--- src/rtl/alu_share_arbiter_if.sv ---
`default_nettype none
// ============================================================================
// Module      : alu_share_arbiter_if
// Description : Client-side request/response channels of the shared-ALU
//               arbiter. The slave modport is the arbiter; the master modport
//               is the pair of issuing clients.
// Revision    : 1.0 - initial release
// ============================================================================
interface alu_share_arbiter_if #(
  parameter int WIDTH = 32
);
  // Request channel, one per client
  logic             req_valid_0;
  logic             req_valid_1;
  logic             req_ready_0;
  logic             req_ready_1;
  logic [WIDTH-1:0] req_a_0;
  logic [WIDTH-1:0] req_a_1;
  logic [WIDTH-1:0] req_b_0;
  logic [WIDTH-1:0] req_b_1;
  logic [2:0]       req_op_0;
  logic [2:0]       req_op_1;

  // Response channel; result and flags are shared, valid/ready are per client
  logic             rsp_valid_0;
  logic             rsp_valid_1;
  logic             rsp_ready_0;
  logic             rsp_ready_1;
  logic [WIDTH-1:0] rsp_result;
  logic             rsp_zero;
  logic             rsp_overflow;

  modport slave (
    input  req_valid_0, req_valid_1,
    input  req_a_0, req_a_1, req_b_0, req_b_1, req_op_0, req_op_1,
    output req_ready_0, req_ready_1,
    output rsp_valid_0, rsp_valid_1,
    input  rsp_ready_0, rsp_ready_1,
    output rsp_result, rsp_zero, rsp_overflow
  );

  modport master (
    output req_valid_0, req_valid_1,
    output req_a_0, req_a_1, req_b_0, req_b_1, req_op_0, req_op_1,
    input  req_ready_0, req_ready_1,
    input  rsp_valid_0, rsp_valid_1,
    output rsp_ready_0, rsp_ready_1,
    input  rsp_result, rsp_zero, rsp_overflow
  );
endinterface
`default_nettype wire

--- src/rtl/alu_share_arbiter.sv ---
`default_nettype none
// ============================================================================
// Module      : alu_share_arbiter
// Description : Round-robin arbiter sharing one combinational ALU between two
//               clients. Operands are latched on grant, the ALU is driven for
//               one execute cycle, the result and flags are registered and held
//               until the owning client accepts the response.
// Revision    : 1.0 - initial release
// ============================================================================
module alu_share_arbiter #(
  parameter int WIDTH     = 32,
  parameter int CNT_WIDTH = 16
) (
  input  wire logic                 clk,
  input  wire logic                 rst,
  alu_share_arbiter_if.slave        clients,
  output logic [WIDTH-1:0]          alu_a,
  output logic [WIDTH-1:0]          alu_b,
  output logic [2:0]                alu_ctrl,
  input  wire logic [WIDTH-1:0]     alu_result,
  input  wire logic                 alu_zero,
  input  wire logic                 alu_overflow,
  output logic                      busy,
  output logic [CNT_WIDTH-1:0]      done_cnt_0,
  output logic [CNT_WIDTH-1:0]      done_cnt_1
);

  typedef enum logic [1:0] {
    ST_IDLE = 2'd0,
    ST_EXEC = 2'd1,
    ST_RESP = 2'd2
  } state_t;

  state_t               r_state;
  state_t               w_nextState;

  logic                 r_lastGrant;
  logic                 r_owner;
  logic [WIDTH-1:0]     r_opA;
  logic [WIDTH-1:0]     r_opB;
  logic [2:0]           r_opCtrl;
  logic [WIDTH-1:0]     r_rspResult;
  logic                 r_rspZero;
  logic                 r_rspOverflow;
  logic [CNT_WIDTH-1:0] r_doneCnt0;
  logic [CNT_WIDTH-1:0] r_doneCnt1;

  logic                 w_grant;
  logic                 w_anyValid;
  logic                 w_reqReady0;
  logic                 w_reqReady1;
  logic                 w_accept;
  logic                 w_rspHandshake;
  logic                 w_ownerReady;

  // Winner: a lone requester wins; on a tie the one not served last wins
  assign w_anyValid   = clients.req_valid_0 | clients.req_valid_1;
  assign w_grant      = (clients.req_valid_0 && clients.req_valid_1) ? ~r_lastGrant
                                                                     : clients.req_valid_1;
  assign w_ownerReady = r_owner ? clients.rsp_ready_1 : clients.rsp_ready_0;

  // Next-state and handshake decode
  always_comb begin
    w_nextState    = r_state;
    w_reqReady0    = 1'b0;
    w_reqReady1    = 1'b0;
    w_accept       = 1'b0;
    w_rspHandshake = 1'b0;
    case (r_state)
      ST_IDLE: begin
        if (w_anyValid) begin
          w_accept    = 1'b1;
          w_reqReady0 = ~w_grant;
          w_reqReady1 = w_grant;
          w_nextState = ST_EXEC;
        end
      end
      ST_EXEC: begin
        w_nextState = ST_RESP;
      end
      ST_RESP: begin
        // Non-owner rsp_ready is deliberately not looked at
        if (w_ownerReady) begin
          w_rspHandshake = 1'b1;
          w_nextState    = ST_IDLE;
        end
      end
      default: begin
        w_nextState = ST_IDLE;
      end
    endcase
  end

  // State, operand, response and counter registers; reset overrides any handshake
  always_ff @(posedge clk) begin
    if (rst) begin
      r_state       <= ST_IDLE;
      r_lastGrant   <= 1'b1;
      r_owner       <= 1'b0;
      r_opA         <= '0;
      r_opB         <= '0;
      r_opCtrl      <= 3'b000;
      r_rspResult   <= '0;
      r_rspZero     <= 1'b0;
      r_rspOverflow <= 1'b0;
      r_doneCnt0    <= '0;
      r_doneCnt1    <= '0;
    end else begin
      r_state <= w_nextState;
      if (w_accept) begin
        r_owner  <= w_grant;
        r_opA    <= w_grant ? clients.req_a_1  : clients.req_a_0;
        r_opB    <= w_grant ? clients.req_b_1  : clients.req_b_0;
        r_opCtrl <= w_grant ? clients.req_op_1 : clients.req_op_0;
      end
      if (r_state == ST_EXEC) begin
        r_rspResult   <= alu_result;
        r_rspZero     <= alu_zero;
        r_rspOverflow <= alu_overflow;
      end
      if (w_rspHandshake) begin
        r_lastGrant <= r_owner;
        if (r_owner) begin
          r_doneCnt1 <= r_doneCnt1 + CNT_WIDTH'(1);
        end else begin
          r_doneCnt0 <= r_doneCnt0 + CNT_WIDTH'(1);
        end
      end
    end
  end

  // ALU is fed straight from the op registers so it holds outside EXEC
  assign alu_a    = r_opA;
  assign alu_b    = r_opB;
  assign alu_ctrl = r_opCtrl;

  assign clients.req_ready_0  = w_reqReady0;
  assign clients.req_ready_1  = w_reqReady1;
  assign clients.rsp_valid_0  = (r_state == ST_RESP) && !r_owner;
  assign clients.rsp_valid_1  = (r_state == ST_RESP) &&  r_owner;
  assign clients.rsp_result   = r_rspResult;
  assign clients.rsp_zero     = r_rspZero;
  assign clients.rsp_overflow = r_rspOverflow;

  assign busy       = (r_state != ST_IDLE);
  assign done_cnt_0 = r_doneCnt0;
  assign done_cnt_1 = r_doneCnt1;

endmodule
`default_nettype wire

--- src/flat_wrapper.sv ---
// flat-port wrapper written by rule: the top's interface ports become plain ports
module alu_share_arbiter_flat 
#(
  parameter int WIDTH     = 32,
  parameter int CNT_WIDTH = 16
)
  (clk, rst, alu_a, alu_b, alu_ctrl, alu_result, alu_zero, alu_overflow, busy, done_cnt_0, done_cnt_1, clients_req_valid_0, clients_req_valid_1, clients_req_a_0, clients_req_a_1, clients_req_b_0, clients_req_b_1, clients_req_op_0, clients_req_op_1, clients_req_ready_0, clients_req_ready_1, clients_rsp_valid_0, clients_rsp_valid_1, clients_rsp_ready_0, clients_rsp_ready_1, clients_rsp_result, clients_rsp_zero, clients_rsp_overflow);
  alu_share_arbiter_if #(.WIDTH(WIDTH)) clients_i ();
  input  wire logic clk;
  input  wire logic rst;
  output logic [WIDTH-1:0] alu_a;
  output logic [WIDTH-1:0] alu_b;
  output logic [2:0] alu_ctrl;
  input  wire logic [WIDTH-1:0] alu_result;
  input  wire logic alu_zero;
  input  wire logic alu_overflow;
  output logic busy;
  output logic [CNT_WIDTH-1:0] done_cnt_0;
  output logic [CNT_WIDTH-1:0] done_cnt_1;
  input wire logic [$bits(clients_i.req_valid_0)-1:0] clients_req_valid_0;
  input wire logic [$bits(clients_i.req_valid_1)-1:0] clients_req_valid_1;
  input wire logic [$bits(clients_i.req_a_0)-1:0] clients_req_a_0;
  input wire logic [$bits(clients_i.req_a_1)-1:0] clients_req_a_1;
  input wire logic [$bits(clients_i.req_b_0)-1:0] clients_req_b_0;
  input wire logic [$bits(clients_i.req_b_1)-1:0] clients_req_b_1;
  input wire logic [$bits(clients_i.req_op_0)-1:0] clients_req_op_0;
  input wire logic [$bits(clients_i.req_op_1)-1:0] clients_req_op_1;
  output wire logic [$bits(clients_i.req_ready_0)-1:0] clients_req_ready_0;
  output wire logic [$bits(clients_i.req_ready_1)-1:0] clients_req_ready_1;
  output wire logic [$bits(clients_i.rsp_valid_0)-1:0] clients_rsp_valid_0;
  output wire logic [$bits(clients_i.rsp_valid_1)-1:0] clients_rsp_valid_1;
  input wire logic [$bits(clients_i.rsp_ready_0)-1:0] clients_rsp_ready_0;
  input wire logic [$bits(clients_i.rsp_ready_1)-1:0] clients_rsp_ready_1;
  output wire logic [$bits(clients_i.rsp_result)-1:0] clients_rsp_result;
  output wire logic [$bits(clients_i.rsp_zero)-1:0] clients_rsp_zero;
  output wire logic [$bits(clients_i.rsp_overflow)-1:0] clients_rsp_overflow;
  assign clients_i.req_valid_0 = clients_req_valid_0;
  assign clients_i.req_valid_1 = clients_req_valid_1;
  assign clients_i.req_a_0 = clients_req_a_0;
  assign clients_i.req_a_1 = clients_req_a_1;
  assign clients_i.req_b_0 = clients_req_b_0;
  assign clients_i.req_b_1 = clients_req_b_1;
  assign clients_i.req_op_0 = clients_req_op_0;
  assign clients_i.req_op_1 = clients_req_op_1;
  assign clients_req_ready_0 = clients_i.req_ready_0;
  assign clients_req_ready_1 = clients_i.req_ready_1;
  assign clients_rsp_valid_0 = clients_i.rsp_valid_0;
  assign clients_rsp_valid_1 = clients_i.rsp_valid_1;
  assign clients_i.rsp_ready_0 = clients_rsp_ready_0;
  assign clients_i.rsp_ready_1 = clients_rsp_ready_1;
  assign clients_rsp_result = clients_i.rsp_result;
  assign clients_rsp_zero = clients_i.rsp_zero;
  assign clients_rsp_overflow = clients_i.rsp_overflow;
  alu_share_arbiter #(.WIDTH(WIDTH), .CNT_WIDTH(CNT_WIDTH)) u_core (.clk(clk), .rst(rst), .clients(clients_i), .alu_a(alu_a), .alu_b(alu_b), .alu_ctrl(alu_ctrl), .alu_result(alu_result), .alu_zero(alu_zero), .alu_overflow(alu_overflow), .busy(busy), .done_cnt_0(done_cnt_0), .done_cnt_1(done_cnt_1));
endmodule
--- config.mk ---
export PLATFORM = sky130hd
export DESIGN_NAME = alu_share_arbiter_flat
export DESIGN_NICKNAME = d
export VERILOG_FILES = /design/src/rtl/alu_share_arbiter_if.sv /design/src/rtl/alu_share_arbiter.sv /design/src/flat_wrapper.sv
export SDC_FILE = /design/constraint.sdc
export NUM_CORES = 1
export LEC_CHECK = 0
export ABC_AREA = 1
export ABC_CLOCK_PERIOD_IN_PS = 3000
export CORE_ASPECT_RATIO = 0.9
export CORE_MARGIN = 2
export CORE_UTILIZATION = 42
export CTS_CLUSTER_DIAMETER = 40
export DETAILED_ROUTE_END_ITERATION = 10
export PLACE_DENSITY = 0.95
export SLEW_MARGIN = 5
export SYNTH_ARGS = -nofsm -noshare
export SYNTH_HDL_FRONTEND = slang
export SYNTH_SLANG_ARGS = --single-unit
--- constraint.sdc ---
create_clock -name clk -period 3 [get_ports clk]
set_input_delay 0.6 -clock clk [delete_from_list [all_inputs] [get_ports clk]]
set_output_delay 0.6 -clock clk [all_outputs]
set_load 0.01 [all_outputs]
-- After elaboration in Yosys (flattened, before gate mapping)
Cells that the tools add are included.
- register bits: 137
- bits of input ports: 174
- logic and storage cells: 46
- $add $sub $neg: 2
- equality and inequality tests: 4
- multiplexer cells: 16
- bitwise gates (word level): 4
- reductions and logical operators: 9
- operators by type and width (operator ; count):
    32-bit 2-to-1 mux ; 2
    16-bit by 1-bit adder with 16-bit output (second input constant) ; 2
    1-bit 2-to-1 mux ; 10
    2-bit one-hot mux with 3 select lines ; 1
    2-bit AND reduction ; 3
    2-bit 2-to-1 mux ; 2
    2-bit by 1-bit != test with 1-bit output (second input constant) ; 2
    1-bit logical AND ; 3
    3-bit 2-to-1 mux ; 1
    1-bit NOT ; 3
    2-bit by 1-bit == test with 1-bit output (second input constant) ; 1
    2-bit == test (second input constant) ; 1
    2-bit logical NOT ; 1
    2-bit nonzero test ; 1
    1-bit logical NOT ; 1
    1-bit OR ; 1

-- Depth between registers and ports, before layout
Gate-level depths: netlist (run 1).
- depth in word-level cells: 5
- gate-level depth with buffers: 9

-- Worst setup path after synthesis (run 1)
No wires, ideal clock.
- kind: in2out
- start: input clients_req_valid_0
- end: output clients_req_ready_0
- data arrival time: 1.195 ns
- slack: 1.205 ns
- cell stages on the path: 5
- cell sequence: nand2_1 > nand2_1 > inv_2 > buf_4 > nor2_1
- longest elaborated chain between the ends: 5
- elaborated cells on any way between the ends: 6
- classes of those cells: mux (3); bitwise (2); reduce/logical (1)
- ends and longest elaborated chain (element ; RTL line ; text):
    start, declared ; flat_wrapper.sv:20 ; input wire logic [$bits(clients_i.req_valid_0)-1:0] clients_req_valid_0;
    1-bit logical AND ; alu_share_arbiter.sv:58 ; assign w_grant = (clients.req_valid_0 && clients.req_valid_1) ? ~r_lastGrant
    1-bit 2-to-1 mux ; alu_share_arbiter.sv:58 ;
    1-bit NOT ; alu_share_arbiter.sv:73 ; w_reqReady0 = ~w_grant;
    1-bit 2-to-1 mux * ; alu_share_arbiter.sv:71 ; if (w_anyValid) begin
    1-bit 2-to-1 mux * ; alu_share_arbiter.sv:69 ; case (r_state)
    end, declared ; flat_wrapper.sv:28 ; output wire logic [$bits(clients_i.req_ready_0)-1:0] clients_req_ready_0;
Every way passes the cells marked *; elsewhere a longest branch is shown, timed or not.

-- Final worst setup path (run 1)
- start: input clients_req_valid_1
- end: output clients_req_ready_0
- longest elaborated chain between the ends: 5
- elaborated cells on any way between the ends: 6
- classes of those cells: mux (3); bitwise (2); reduce/logical (1)
- ends and longest elaborated chain (element ; RTL line ; text):
    start, declared ; flat_wrapper.sv:21 ; input wire logic [$bits(clients_i.req_valid_1)-1:0] clients_req_valid_1;
    1-bit logical AND ; alu_share_arbiter.sv:58 ;
    1-bit 2-to-1 mux ; alu_share_arbiter.sv:58 ;
    1-bit NOT ; alu_share_arbiter.sv:73 ;
    1-bit 2-to-1 mux * ; alu_share_arbiter.sv:71 ;
    1-bit 2-to-1 mux * ; alu_share_arbiter.sv:69 ;
Marks and branches as above.

==> results.cfg, run 1 <==
[synthesis]
yosysMostFrequentCell = nand2_1
synthCells = 794
synth-seq-cells = 137
synthTopCellsByArea = dfxtp_1 (48%), nand2_1 (13%), o21ai_0 (9.2%)
synth.net_count = 970
yosysTopAreaCell = dfxtp_1
synth_flop_cell = dfxtp_1
synth_commonest_cells = nand2_1 (201), dfxtp_1 (137), nor2_1 (136)
synth_warnings = 0
synth_area_per_cell_um2 = 7.17
synth_edf_count = 0
yosysTopAreaCellShare = 0.482
yosysUniqueCellTypes = 27
async_reset_ff_frac = 0
syn-cell-area_um2 = 5690
synth_sequential_area_ratio = 0.482

[clocking]
clk_path_buf_depth = 2
insertion_delay_ps = 420
cts_tree = built
cts_setup_buffers = 0
cts-resized-gates = 0
cts_made_buffers = 17
cts_root_buf = clkbuf_16
htree_levels = 4
cts_sinks = 137
clkTransAtPathRegs_ps = 50
postCtsHoldBufs = 0

[finish]
area_delta_synth_final_pct = 65.0
fin_nets = 1259
final_area_um2 = 9390
drive_above_1_share = 0.0375
fill_cells = 979

[placed_design]
gp_congestion = 0.845
dp_hpwl_um = 14400
dpl-instance-area_um2 = 8870
port_buffers = 311

[sta]
max_slew.worst_pin.slew_ps = 1130
setup_tns_ps = 0
period_share = 0.886
max_freq_ghz = 0.376
slew_viol_final = 0
fin_skew_ps = 10.9
setup_viol = 0
final-hold-violation-count = 0
rsz0062_at_grt = no
slew_headroom = 0.244
hold_ws_ps = 475
finalCriticalPeriod_ps = 2660

[setup_path]
crit_end = clients_req_ready_0
cp-startpoint = clients_req_valid_1
max_stage_delay_ps = 600
rr_worst_depth = 6
cp.arrival_ps = 2060
crit_slowest_cell = clkdlybuf4s50_1
critical-path-top-delay-family = buffers and inverters
r2r_end = u_core.alu_a[14]
worst_setup_path_start_kind = primary input
cp-end-kind = output port
path_depth = 6
r2r_start = u_core.r_state[1]
worst-setup-path-type = primary input to output port
worstPathRequired_ps = 2400
crit_buf_inv = 3
path_cells = clkdlybuf4s50_1, nor2_1, nor2_4, inv_1, nor2_1, clkdlybuf4s50_1
reg2reg_slack_ps = 890
cp_max_fo = 3

[route]
routedWlPerCell_um = 16.2
vias = 6512
firstDrtPassIters = 5
drt_iter0_drc = 516
routed_wl_um = 20400
drc_errors = 0
vias_per_cell = 5.16
antenna_left = 0

[pwr]
p_sw_w = 0.00132
p_sw_frac = 0.260
intPower_w = 0.00375
pwr-share-comb = 0.215
p_leak_nw = 3.67
p_clk_frac = 0.373
p_per_area_nw_per_um2 = 539
worst_ir_drop_vdd_mv = 0.401
seq_power_share = 0.412

[floorplanning]
fp.dieW_um = 127
fp.dieH_um = 114
core.rowCount = 40
design.core.area_um2 = 13300
io_pins = 312
start_util = 0.428
design.die.area_um2 = 14500

[worst_hold_path]
holdCritPathClass = flop to flop

[global_routing]
grt_pass1_vias = 6340
grt_overflow = 0
grt_pass1_wl_um = 31500
track_usage = 0.276
antenna_found_initial = 2
grt_start_max_net_pins = 135

[outcome]
status = complete, no violations

[job]
max_cap_viol_count = 0
## registers in the layout, indices dropped and copies added (netlist names)
name and flops:
u_core.alu_a 32, u_core.alu_b 32, u_core.clients.rsp_result 32, u_core.done_cnt_0 16, u_core.done_cnt_1 16, u_core.alu_ctrl 3, u_core.r_state 2, u_core.clients.rsp_overflow 1
u_core.clients.rsp_zero 1, u_core.r_lastGrant 1, u_core.r_owner 1
## power groups by stage
stage	clock [W]	sequential [W]	combinational (W)
after floorplan	0	0.00218	0.000356
after CTS	0.00191	0.00208	0.00109
after global placement	0	0.00211	0.00107
final	0.00189	0.00209	0.00109
after global routing	0.00199	0.00210	0.00118
after detailed placement	0	0.00212	0.00108
## layer usage
metal  global-route usage  routed length, µm  vias to the layer above
li1                     -                  -                     3198
met1                0.295               7500                     2968
met2                0.474              10100                      297
met3                0.116               2020                       49
met4                0.135                799                        0
met5                    0                  0                        -
## worst reg2reg max path, delay by kind of cell, from the launching register on
| family | cells | cell delay (ps) |
|---|---|---|
| and+or+nand+nor | 2 | 250 |
| buffers and inverters | 2 | 910 |
| DFF | 1 | 330 |
| AOI/OAI and AO/OA | 2 | 540 |
## final cells by class
cell class | count | area [µm²] | area share
clock buffer | 25 | 475 | 0.0506
multi-input combinational | 572 | 2600 | 0.277
clock inverter | 4 | 45.0 | 0.00479
timing repair buffer | 318 | 3180 | 0.338
sequential | 137 | 2740 | 0.292
inverter | 37 | 139 | 0.0148
antenna | 2 | 5.00 | 0.000533
tap | 168 | 210 | 0.0224
## how the worst min path moves through the flow
stage                    startpoint              endpoint  cells past startpoint
2_1_floorplan    u_core.r_lastGrant    u_core.r_lastGrant                      2
3_3_place_gp     u_core.r_lastGrant    u_core.r_lastGrant                      2
3_5_place_dp     u_core.r_lastGrant    u_core.r_lastGrant                      2
4_1_cts        u_core.done_cnt_0[2]  u_core.done_cnt_0[2]                      2
5_1_grt        u_core.done_cnt_0[2]  u_core.done_cnt_0[2]                      2
6_report       u_core.done_cnt_0[2]  u_core.done_cnt_0[2]                      2
## per-stage QoR
stage / worst slack, ps / power, W / cells / utilization
5_1_grt: 191 / 0.00528 / 1263 / 0.706
6_report: 343 / 0.00506 / 1263 / 0.706
2_1_floorplan: 1200 / 0.00254 / 794 / -
3_5_place_dp: 305 / 0.00320 / 1232 / 0.666
4_1_cts: 301 / 0.00509 / 1261 / 0.705
3_3_place_gp: 322 / 0.00318 / 1232 / 0.666
## kinds of logic (layout without fill, tap and decap cells)
group                    after synthesis  after routing  synth area share
AO/OA/AOI/OAI                        201            201             0.193
flip-flops                           137            137             0.482
adder cells (fa/ha/maj)                2              2           0.00439
buffers and inverters                 85            384            0.0626
other                                  0              2                 0
AND/OR/NAND/NOR                      366            366             0.254
XOR/XNOR                               3              3           0.00462
## cells in the final DEF (no fill, tap or decap), drive strengths merged
master / netlist / routed
o21bai: 1 / 1
clkbuf: 30 / 25
xor2: 3 / 3
inv: 36 / 37
bufinv: 0 / 1
nor3: 1 / 1
nand4: 3 / 3
o21ai: 115 / 115
a211oi: 2 / 2
nand2: 202 / 202
a31oi: 67 / 67
clkinv: 1 / 3
diode: 0 / 2
buf: 18 / 7
nor2: 139 / 139
nand3: 18 / 18
ha: 2 / 2
nand3b: 1 / 1
clkdlybuf4s50: 0 / 311
a21oi: 16 / 16
and2: 1 / 1
nor3b: 1 / 1
dfxtp: 137 / 137
No activity file was read; power rests on OpenSTA's default activity.
==> run 2: changes to the inputs <==
- HOLD_SLACK_MARGIN: default -> 0.08
- SLEW_MARGIN: 5 -> 25
==> run 2 against run 1 <==
  * Largest power group unchanged
  * Worst setup slack worse by 17 ps
  * Fmax is 0.65% lower
  * First-iteration DRC count stayed put
  * Sequential cell count stayed put
==> results.cfg, run 2 (synthesis gave the netlist of run 1 again) <==
[setup_path]
max_stage_delay_ps = 600
path_cells = clkdlybuf4s50_1, nor2_1, nor2_4, inv_1, nor2_1, clkdlybuf4s50_1
crit_slowest_cell = clkdlybuf4s50_1
worst-setup-path-type = primary input to output port
worst_setup_path_start_kind = primary input
cp-end-kind = output port
cp_max_fo = 3
cp.arrival_ps = 2070
worstPathRequired_ps = 2400

[clocking]
clkTransAtPathRegs_ps = 50
cts_made_buffers = 17
clk_path_buf_depth = 2
htree_levels = 4
cts_tree = built
cts-resized-gates = 0
postCtsHoldBufs = 0
cts_sinks = 137
cts_setup_buffers = 0
cts_root_buf = clkbuf_16
insertion_delay_ps = 420

[sta]
finalCriticalPeriod_ps = 2670
final-hold-violation-count = 0
worst_slack_ps = 325
period_share = 0.892
fin_skew_ps = 10.4
hold_ws_ps = 476
setup_viol = 0
slew_viol_final = 0
rsz0062_at_grt = no
setup_tns_ps = 0
max_slew.worst_pin.slew_ps = 820
max_freq_ghz = 0.374
slew_headroom = 0.454

[worst_hold_path]
holdCritPathClass = flop to flop

[route]
firstDrtPassIters = 5
routedWlPerCell_um = 16.2
antenna_left = 0
drt_iter0_drc = 516
routed_wl_um = 20400
vias = 6524
vias_per_cell = 5.17
drc_errors = 0

[finish]
drive_above_1_share = 0.0375
area_delta_synth_final_pct = 65.1
fill_cells = 978
final_util = 0.706
final_common_cell = clkdlybuf4s50_1
final_cell_mix = clkdlybuf4s50_1 (311), nand2_1 (200), dfxtp_1 (137)
seqCellArea_um2 = 2740
fin_nets = 1259
multi_input_area_um2 = 2600

[pwr]
seq_power_share = 0.412
p_sw_frac = 0.260
pwr-share-comb = 0.215
p_leak_nw = 3.67
intPower_w = 0.00375
p_clk_frac = 0.373
p_per_area_nw_per_um2 = 539
p_sw_w = 0.00132
worst_ir_drop_vdd_mv = 0.401

[placed_design]
place_ws_ps = 305
dp_hpwl_um = 14400
port_buffers = 311
gp_congestion = 0.845

[floorplanning]
io_pins = 312
fp.dieW_um = 127
design.core.area_um2 = 13300
core.rowCount = 40
start_util = 0.428
design.die.area_um2 = 14500
fp.dieH_um = 114

[outcome]
status = complete, no violations

[global_routing]
grt_pass1_vias = 6340
grt_use_met3 = 0.116
busiest_layer = met2
grt_start_max_net_pins = 135
antenna_found_initial = 2
grt_use_met2 = 0.474
use_met1 = 0.295
grt_overflow = 0
grt_pass1_wl_um = 31500
track_usage = 0.276

[job]
max_cap_viol_count = 0
[run 2: cell count changes in the layout (fill, tap and decap cells not counted)]
cell | previous run | this run
buf_6 | 0 | 1
buf_4 | 6 | 5
[run 2: final timing paths]
path                                            from              endpoint  slack, ps  cells after the start
worst min register to register  u_core.done_cnt_0[2]  u_core.done_cnt_0[2]        480                      2
worst min-delay path            u_core.done_cnt_0[2]  u_core.done_cnt_0[2]        480                      2
worst max-delay path             clients_req_valid_1   clients_req_ready_0        330                      6
worst max register to register     u_core.r_state[1]      u_core.alu_a[14]       1150                      6
[run 2: routing by layer]
| layer | up-vias | part of all wire | wire [µm] |
|---|---|---|---|
| met3 | 55 | 0.10 | 2040 |
| met4 | 0 | 0.041 | 831 |
| met2 | 304 | 0.49 | 10100 |
| li1 | 3198 | - | - |
| met1 | 2967 | 0.37 | 7460 |
| met5 | - | 0 | 0 |
[run 2: worst max-delay path: cells and delay by family]
kind,cells,cell delay [ps]
AND/OR/NAND/NOR,3,320
buffers and inverters,3,1160
[run 2: power by group through the flow]
stage | Sequential, W | Combinational [W] | Clock (W)
floorplan | 0.00218 | 0.000356 | 0
global placement | 0.00211 | 0.00107 | 0
detailed placement | 0.00212 | 0.00108 | 0
CTS | 0.00208 | 0.00109 | 0.00191
global route | 0.00210 | 0.00118 | 0.00199
finish | 0.00209 | 0.00109 | 0.00189
[run 2: area by class of cell]
type                    instances  share of cell area
flip-flops and latches        137               0.292
clock buffers                  25              0.0506
diodes                          2            0.000533
well taps                     168              0.0224
repair buffers                318               0.339
multi-input cells             572               0.277
inverters                      37              0.0148
clock inverters                 4             0.00479
[run 2: per-stage QoR]
| stage | power (W) | cells | area [µm²] |
|---|---|---|---|
| final | 0.00507 | 1263 | 9400 |
| after global routing | 0.00528 | 1263 | 9400 |
| after CTS | 0.00509 | 1261 | 9390 |
| after detailed placement | 0.00320 | 1232 | 8870 |
| after global placement | 0.00318 | 1232 | 8870 |
| after floorplan | 0.00254 | 794 | 5690 |
